--- src/rtl/gate_test_seq.sv ---
// gate_test_seq: drives the four input vectors of a 2-input gate under test,
// waits SETTLE_CYC cycles per vector, samples the gate output and compares it
// with the selected logic function. Reports per-vector failures and a count.
module gate_test_seq #(
   parameter int unsigned SETTLE_CYC = 4   // legal range 1..255
) (
   input  logic       clk,
   input  logic       rst_n,
   input  logic       start,
   input  logic       abort,
   input  logic [2:0] fn_sel,
   input  logic       y,
   output logic       A,
   output logic       B,
   output logic       busy,
   output logic       done,
   output logic       pass,
   output logic [3:0] fail_mask,
   output logic [2:0] err_count,
   output logic       cfg_err
);

   typedef enum logic [1:0] {
      ST_IDLE   = 2'd0,
      ST_SETTLE = 2'd1,
      ST_SAMPLE = 2'd2,
      ST_DONE   = 2'd3
   } state_e;

   localparam logic [2:0] FN_NAND = 3'd0;
   localparam logic [2:0] FN_NOR  = 3'd1;
   localparam logic [2:0] FN_AND  = 3'd2;
   localparam logic [2:0] FN_OR   = 3'd3;
   localparam logic [2:0] FN_XOR  = 3'd4;
   localparam logic [2:0] FN_XNOR = 3'd5;

   // Last value of the settle counter before moving to SAMPLE.
   localparam logic [7:0] SETTLE_LAST = 8'(SETTLE_CYC - 1);
   localparam logic [2:0] ERR_MAX     = 3'd4;

   state_e     state_q, state_d;
   logic [1:0] cnt_q, cnt_d;
   logic [7:0] settle_q, settle_d;
   logic [2:0] fn_q, fn_d;
   logic [3:0] fail_mask_q, fail_mask_d;
   logic [2:0] err_count_q, err_count_d;
   logic       cfg_err_q, cfg_err_d;

   // Expected gate output for the latched function; fn is always legal here.
   function automatic logic gate_ref(input logic [2:0] fn, input logic a, input logic b);
      logic r;
      case (fn)
         FN_NAND: r = ~(a & b);
         FN_NOR:  r = ~(a | b);
         FN_AND:  r = a & b;
         FN_OR:   r = a | b;
         FN_XOR:  r = a ^ b;
         FN_XNOR: r = ~(a ^ b);
         default: r = 1'b0;
      endcase
      return r;
   endfunction

   // Next-state and result update logic.
   always_comb begin
      // NOTE: every variable gets its default first so no path leaves one
      // unassigned, which would otherwise infer a latch.
      state_d     = state_q;
      cnt_d       = cnt_q;
      settle_d    = settle_q;
      fn_d        = fn_q;
      fail_mask_d = fail_mask_q;
      err_count_d = err_count_q;
      cfg_err_d   = 1'b0;

      if (abort) begin
         // Abort wins over start and clears everything in any state.
         state_d     = ST_IDLE;
         cnt_d       = 2'd0;
         settle_d    = 8'd0;
         fail_mask_d = 4'd0;
         err_count_d = 3'd0;
      end else begin
         case (state_q)
            ST_IDLE, ST_DONE: begin
               if (start) begin
                  if (fn_sel <= FN_XNOR) begin
                     fn_d        = fn_sel;
                     cnt_d       = 2'd0;
                     settle_d    = 8'd0;
                     fail_mask_d = 4'd0;
                     err_count_d = 3'd0;
                     state_d     = ST_SETTLE;
                  end else begin
                     // Reserved function: reject without touching results.
                     cfg_err_d = 1'b1;
                  end
               end
            end
            ST_SETTLE: begin
               if (settle_q == SETTLE_LAST) begin
                  settle_d = 8'd0;
                  state_d  = ST_SAMPLE;
               end else begin
                  settle_d = settle_q + 8'd1;
               end
            end
            ST_SAMPLE: begin
               if (y != gate_ref(fn_q, cnt_q[1], cnt_q[0])) begin
                  fail_mask_d[cnt_q] = 1'b1;
                  if (err_count_q < ERR_MAX) begin
                     err_count_d = err_count_q + 3'd1;
                  end
               end
               if (cnt_q == 2'd3) begin
                  state_d = ST_DONE;
               end else begin
                  cnt_d   = cnt_q + 2'd1;
                  state_d = ST_SETTLE;
               end
            end
            default: state_d = ST_IDLE;
         endcase
      end
   end

   // State and result registers with asynchronous reset.
   always_ff @(posedge clk or negedge rst_n) begin
      if (!rst_n) begin
         state_q     <= ST_IDLE;
         cnt_q       <= 2'd0;
         settle_q    <= 8'd0;
         fn_q        <= 3'd0;
         fail_mask_q <= 4'd0;
         err_count_q <= 3'd0;
         cfg_err_q   <= 1'b0;
      end else begin
         // NOTE: non-blocking assignments so every register samples the
         // pre-edge values, independent of statement order.
         state_q     <= state_d;
         cnt_q       <= cnt_d;
         settle_q    <= settle_d;
         fn_q        <= fn_d;
         fail_mask_q <= fail_mask_d;
         err_count_q <= err_count_d;
         cfg_err_q   <= cfg_err_d;
      end
   end

   assign busy      = (state_q == ST_SETTLE) || (state_q == ST_SAMPLE);
   assign done      = (state_q == ST_DONE);
   assign pass      = done && (fail_mask_q == 4'd0);
   assign A         = busy & cnt_q[1];
   assign B         = busy & cnt_q[0];
   assign fail_mask = fail_mask_q;
   assign err_count = err_count_q;
   assign cfg_err   = cfg_err_q;

endmodule
--- config.mk ---
export PLATFORM = sky130hd
export DESIGN_NAME = gate_test_seq
export DESIGN_NICKNAME = d
export VERILOG_FILES = /design/src/rtl/gate_test_seq.sv
export SDC_FILE = /design/constraint.sdc
export NUM_CORES = 1
export LEC_CHECK = 0
export ABC_CLOCK_PERIOD_IN_PS = 6330
export BUFFER_PORTS_ARGS = -buffer_cell sky130_fd_sc_hd__buf_2
export CAP_MARGIN = 30
export CORE_MARGIN = 2
export CORE_UTILIZATION = 40
export CTS_BUF_LIST = sky130_fd_sc_hd__clkbuf_8 sky130_fd_sc_hd__clkbuf_16
export DETAILED_ROUTE_END_ITERATION = 6
export GPL_TIMING_DRIVEN = 1
export PLACE_DENSITY = 0.71
export SETUP_SLACK_MARGIN = 0.02
export SLEW_MARGIN = 20
export SYNTH_ARGS = -nofsm -noshare
export SYNTH_HDL_FRONTEND = slang
export SYNTH_SLANG_ARGS = --single-unit
export TNS_END_PERCENT = 100
--- constraint.sdc ---
create_clock -name clk -period 6.33 [get_ports clk]
set_clock_uncertainty 0.15 [all_clocks]
set_input_delay 1.266 -clock clk [delete_from_list [all_inputs] [get_ports clk]]
set_output_delay 1.266 -clock clk [all_outputs]
set_load 0.02 [all_outputs]
Word level (Yosys, flattened, before mapping)
Cells that the tools add are included.
{ "word_totals": {"elab_cells": 92, "in_bits": 8, "out_inout_bits": 13, "regBits": 23} }
{ "op_classes": {"mux": 36, "bitwise_logic": 10, "n_reduce_logical": 15, "n_eq_ne": 17, "addsub": 3, "n_lt_le_gt_ge": 4} }
{ "op_table": {"columns": ["cell", "n"], "rows": [
  ["$mux W8", 4],
  ["$mux W2", 9],
  ["$ne A3 B3 Y1 const B", 6],
  ["$mux W4", 4],
  ["$pmux W8 S2", 1],
  ["$mux W3", 5],
  ["$reduce_and A4 Y1", 3],
  ["$add A8 B1 Y8 const B", 1],
  ["$eq A8 B2 Y1 const B", 1],
  ["$pmux W4 S2", 1],
  ["$mux W1", 7],
  ["$eq A2 B2 Y1 const B", 3],
  ["$eq A3 B2 Y1 const B", 2],
  ["$eq A3 B3 Y1 const B", 2],
  ["$pmux W1 S6", 1],
  ["$pmux W2 S3", 1],
  ["$pmux W3 S2", 1],
  ["$reduce_and A3 Y1", 2],
  ["$reduce_bool A3 Y1", 2],
  ["$reduce_and A5 Y1", 1],
  ["$logic_not A4 Y1", 1],
  ["$not A1 Y1", 4],
  ["$or A4 B4 Y4", 1],
  ["$pmux W2 S2", 1],
  ["18 further kinds", 21]
]} }

Logic depth before layout (Yosys ltp)
{ "logic_depth": {"depth_word": 9, "ltp_mapped": 7} }

Worst setup path before layout
OpenSTA, ideal clock, no wires.
{ "synth_timing": {"kind": "input to register", "from": "input y", "to": "register err_count_q[0] (netlist: err_count[0])", "cell_stages": 4, "t_arrival_ps": 2444, "n_path_buf": 0, "setup_ps": 69, "setup_slack_ps": 3667, "required_time_ps": 6111, "cell_sequence": "or4b_1 o311a_2 or4_1 nand3_1"} }
{ "synth_between": {"elab_chain_len": 3} }
{ "synth_lines": {"columns": ["item", "line_no", "text"], "rows": [
  ["start: declaration", "12", "input logic y,"],
  ["$ne A1 B1 Y1", "109", "if (y != gate_ref(fn_q, cnt_q[1], cnt_q[0])) begin"],
  ["$ne A3 B3 Y1 (no source line)", null, null],
  ["$reduce_and A5 Y1 (no source line)", null, null],
  ["end signal: assignment", "145", "err_count_q <= err_count_d;"],
  ["end: declaration", "46", "logic [2:0] err_count_q, err_count_d;"]
]} }
No other way between the ends.
A chain may end at the register's enable or synchronous reset.

Worst setup path after layout
{ "layout_timing": {"from": "register state_q[0]", "to": "output busy"} }
{ "layout_between": {"elab_chain_len": 2} }
{ "layout_lines": {"columns": ["item", "line_no", "text"], "rows": [
  ["start: declaration", "41", "state_e state_q, state_d;"],
  ["start signal: assignment", "140", "state_q <= state_d;"],
  ["$eq A2 B1 Y1 or $eq A2 B2 Y1 (tied branches)", "150", "assign busy = (state_q == ST_SETTLE) || (state_q == ST_SAMPLE);"],
  ["$logic_or A1 B1 Y1 (*)", "150", null],
  ["end: declaration", "15", "output logic busy,"]
]} }
Every way passes the cells marked *; elsewhere a longest branch is shown, timed or not.

==> flow_metrics.env <==
export IMPL_post_cts_buffers=0
export IMPL_hold_viol_final=0
export IMPL_relSlewSlack_pct=55.8
export IMPL_gr_usage_all_layers_pct=15.2
export IMPL_synth_area_um2=1330
export IMPL_p_total_uw=347
export IMPL_finalSetupViolCount=0
export IMPL_rr_worst_depth=7
export IMPL_synth_nets=155
export IMPL_nets=179
export IMPL_slowest_delay_ns=0.40
export IMPL_cts_htree_levels=1
export IMPL_worst_pin_slew_ns=0.663
export IMPL_antenna_found_initial=0
export IMPL_cp_slowest_cell="dfrtp_1"
export IMPL_cap_violations=0
export IMPL_tns_ns=0
export IMPL_routed_wl_mm=2.65
export IMPL_dp_cells=201
export IMPL_yosys_top_cells_count="nor2_1 (25), dfrtp_1 (23), nand2_1 (10)"
export IMPL_yosysMostFrequentCell="nor2_1"
export IMPL_seq_area_frac_synth_pct=43.4
export IMPL_io_pins=21
export IMPL_ant_nets=0
export IMPL_grt_max_degree=24
export IMPL_start_util_pct=42.7
export IMPL_routabilityCongestion=0.857
export IMPL_cts_tree="yes"
export IMPL_fmax_mhz=347
export IMPL_hold_class="flop to flop"
export IMPL_cts_root_buffer_cell="clkbuf_8"
export IMPL_ys_flop_type="dfrtp_1"
export IMPL_first_pass_iters=4
export IMPL_cts_hold_buffers=0
export IMPL_whs_ns=0.378
export IMPL_worstSetupPathType="flop to output port"
export IMPL_drtIter0Drc=50
export IMPL_p_leak_nw=0.732
export IMPL_postSynthCellCount=138
export IMPL_post_route_min_period_ns=2.88
export IMPL_vdd_drop_max_mv=0.168
export IMPL_startpoint="state_q[0]"
export IMPL_dp_hpwl_mm=2.05
export IMPL_clk_latency_ns=0.26
export IMPL_clk_path_buf_depth=2
export IMPL_dp_slack_ns=3.45
export IMPL_syn_area_per_cell_um2=9.61
export IMPL_rsz0062_at_grt="no"
export IMPL_synth_area_leaders="dfrtp_1 (43%), ha_1 (8.5%), nor2_1 (7.1%)"
export IMPL_synth_cell_type_count=37
export IMPL_grt_pass1_vias=990
export IMPL_overflow=0
export IMPL_syn_to_final_growth_pct=14.9
export IMPL_setup_ws_ns=3.45
export IMPL_r2r_end="err_count[0]"
export IMPL_ys_ff_latch=23
export IMPL_fin_crit_sh_pct=45.5
export IMPL_cpMostUsedCell="inv_1"
export IMPL_synth_area_leader_cell="dfrtp_1"
export IMPL_worst_setup_path_end_kind="output port"
export IMPL_rows=20
export IMPL_synthArstFlopShare_pct=100
export IMPL_viasPerCell=5.31
export IMPL_rr_startpoint="cnt_q[0]"
export IMPL_cts_sinks=23
export IMPL_p_per_area_nw_per_um2=228
export IMPL_die_w_um=61.6
export IMPL_crit_fanout=7
export IMPL_setup_reg_to_reg_worst_slack_ns=3.89
export IMPL_design_area_um2=1520
export IMPL_port_buffers=20
export IMPL_stdcell_count=205
export IMPL_crit_path_end="busy"
export IMPL_n_antenna_cell=0
export IMPL_fp_dieH_um=61.6
export IMPL_grt_pass1_wl_mm=4.31
export IMPL_cp_cell_sequence="inv_1 -> ha_1 -> inv_1 -> buf_2"
export IMPL_die_area_um2=3790
export IMPL_worst_endpoint_arrival_ns=1.46
export IMPL_outcome="finished clean"
export IMPL_cts_resized=0
export IMPL_coreArea_um2=3100
export IMPL_slew_violations=0
export IMPL_cts_made_buffers=3
export IMPL_final_core_util_pct=49.1
export IMPL_synth_edf_count=0
export IMPL_routed_via_count=1088
export IMPL_yosys_warnings=0
export IMPL_avgRoutedWirePerCell_um=12.9
export IMPL_dpl_cell_area_um2=1480
export IMPL_path_clk_slew_ns=0.08
export IMPL_drc=0
export IMPL_drive_gt1_share_pct=18.6
export IMPL_critPathLaunchType="flop"
export IMPL_cp_required_ns=4.91
export IMPL_synth_top_area_share_pct=43.4
export IMPL_holdPathStages=2
==> cell type report <==
class                   count  area (µm²)
clock buffers               3        41.3
clock inverters             1        5.00
fillers                   308        1580
inverters                   7        26.3
multi-input cells         107         721
flip-flops and latches     23         576
well taps                  44        55.1
repair buffers             20         100
==> worst min path at each step <==
| stage | start | endpoint | slack [ns] |
|---|---|---|---|
| floorplan | settle_q[1] | settle_q[1] | 0.33 |
| global placement | settle_q[1] | settle_q[1] | 0.35 |
| detailed placement | settle_q[1] | settle_q[1] | 0.37 |
| CTS | settle_q[1] | settle_q[1] | 0.39 |
| global route | settle_q[1] | settle_q[1] | 0.41 |
| finish | settle_q[1] | settle_q[1] | 0.38 |
==> metal layers <==
layer / wire length (µm) / part of all wire (%) / global-route usage (%) / up-vias
li1: - / - / - / 536
met3: 93 / 3.5 / 3.78 / 2
met2: 1350 / 51 / 28.1 / 20
met5: 0 / 0 / 0 / -
met1: 1200 / 45 / 17.8 / 530
met4: 8 / 0.30 / 2.74 / 0
==> critical path: cells and delay by family, from the launching register on <==
family | cells | cell delay (ns)
flops | 1 | 0.40
buf+inv | 3 | 0.42
fa+ha+maj | 1 | 0.38
==> layout by cell type (no fill, tap or decap), types with 2 or more instances in the layout <==
cell type,count
a21o_1,2
a21oi_1,6
a22o_1,5
and2_1,3
buf_2,20
clkbuf_8,3
dfrtp_1,23
ha_1,9
inv_1,7
nand2_1,10
nand3_1,3
nor2_1,25
nor3_1,4
nor4_1,3
nor4b_1,2
o211ai_1,2
o21ai_0,4
or4b_1,2
xnor2_1,8
==> logic make-up (layout without fill, tap and decap cells) <==
| logic type | after synthesis | count (layout) | synth area share (%) |
|---|---|---|---|
| fa+ha+maj | 9 | 9 | 8.49 |
| flops | 23 | 23 | 43.4 |
| xor+xnor | 8 | 8 | 5.28 |
| compound gates | 30 | 30 | 17.4 |
| buf+inv | 8 | 31 | 2.26 |
| mux | 2 | 2 | 1.60 |
| simple gates | 58 | 58 | 21.6 |
==> sequential cells by signal (all words and copies together), names as in the netlist <==
name	cells
fn_q	3
settle_q	8
cnt_q	2
err_count	3
state_q	2
cfg_err	1
fail_mask	4
==> where the power goes <==
group	switching (mW)	total, mW	internal, mW
registers	0.0111	0.169	0.157
clock network	0.0460	0.0899	0.0439
logic	0.0539	0.0890	0.0351
(Power assumes the default switching activity.)
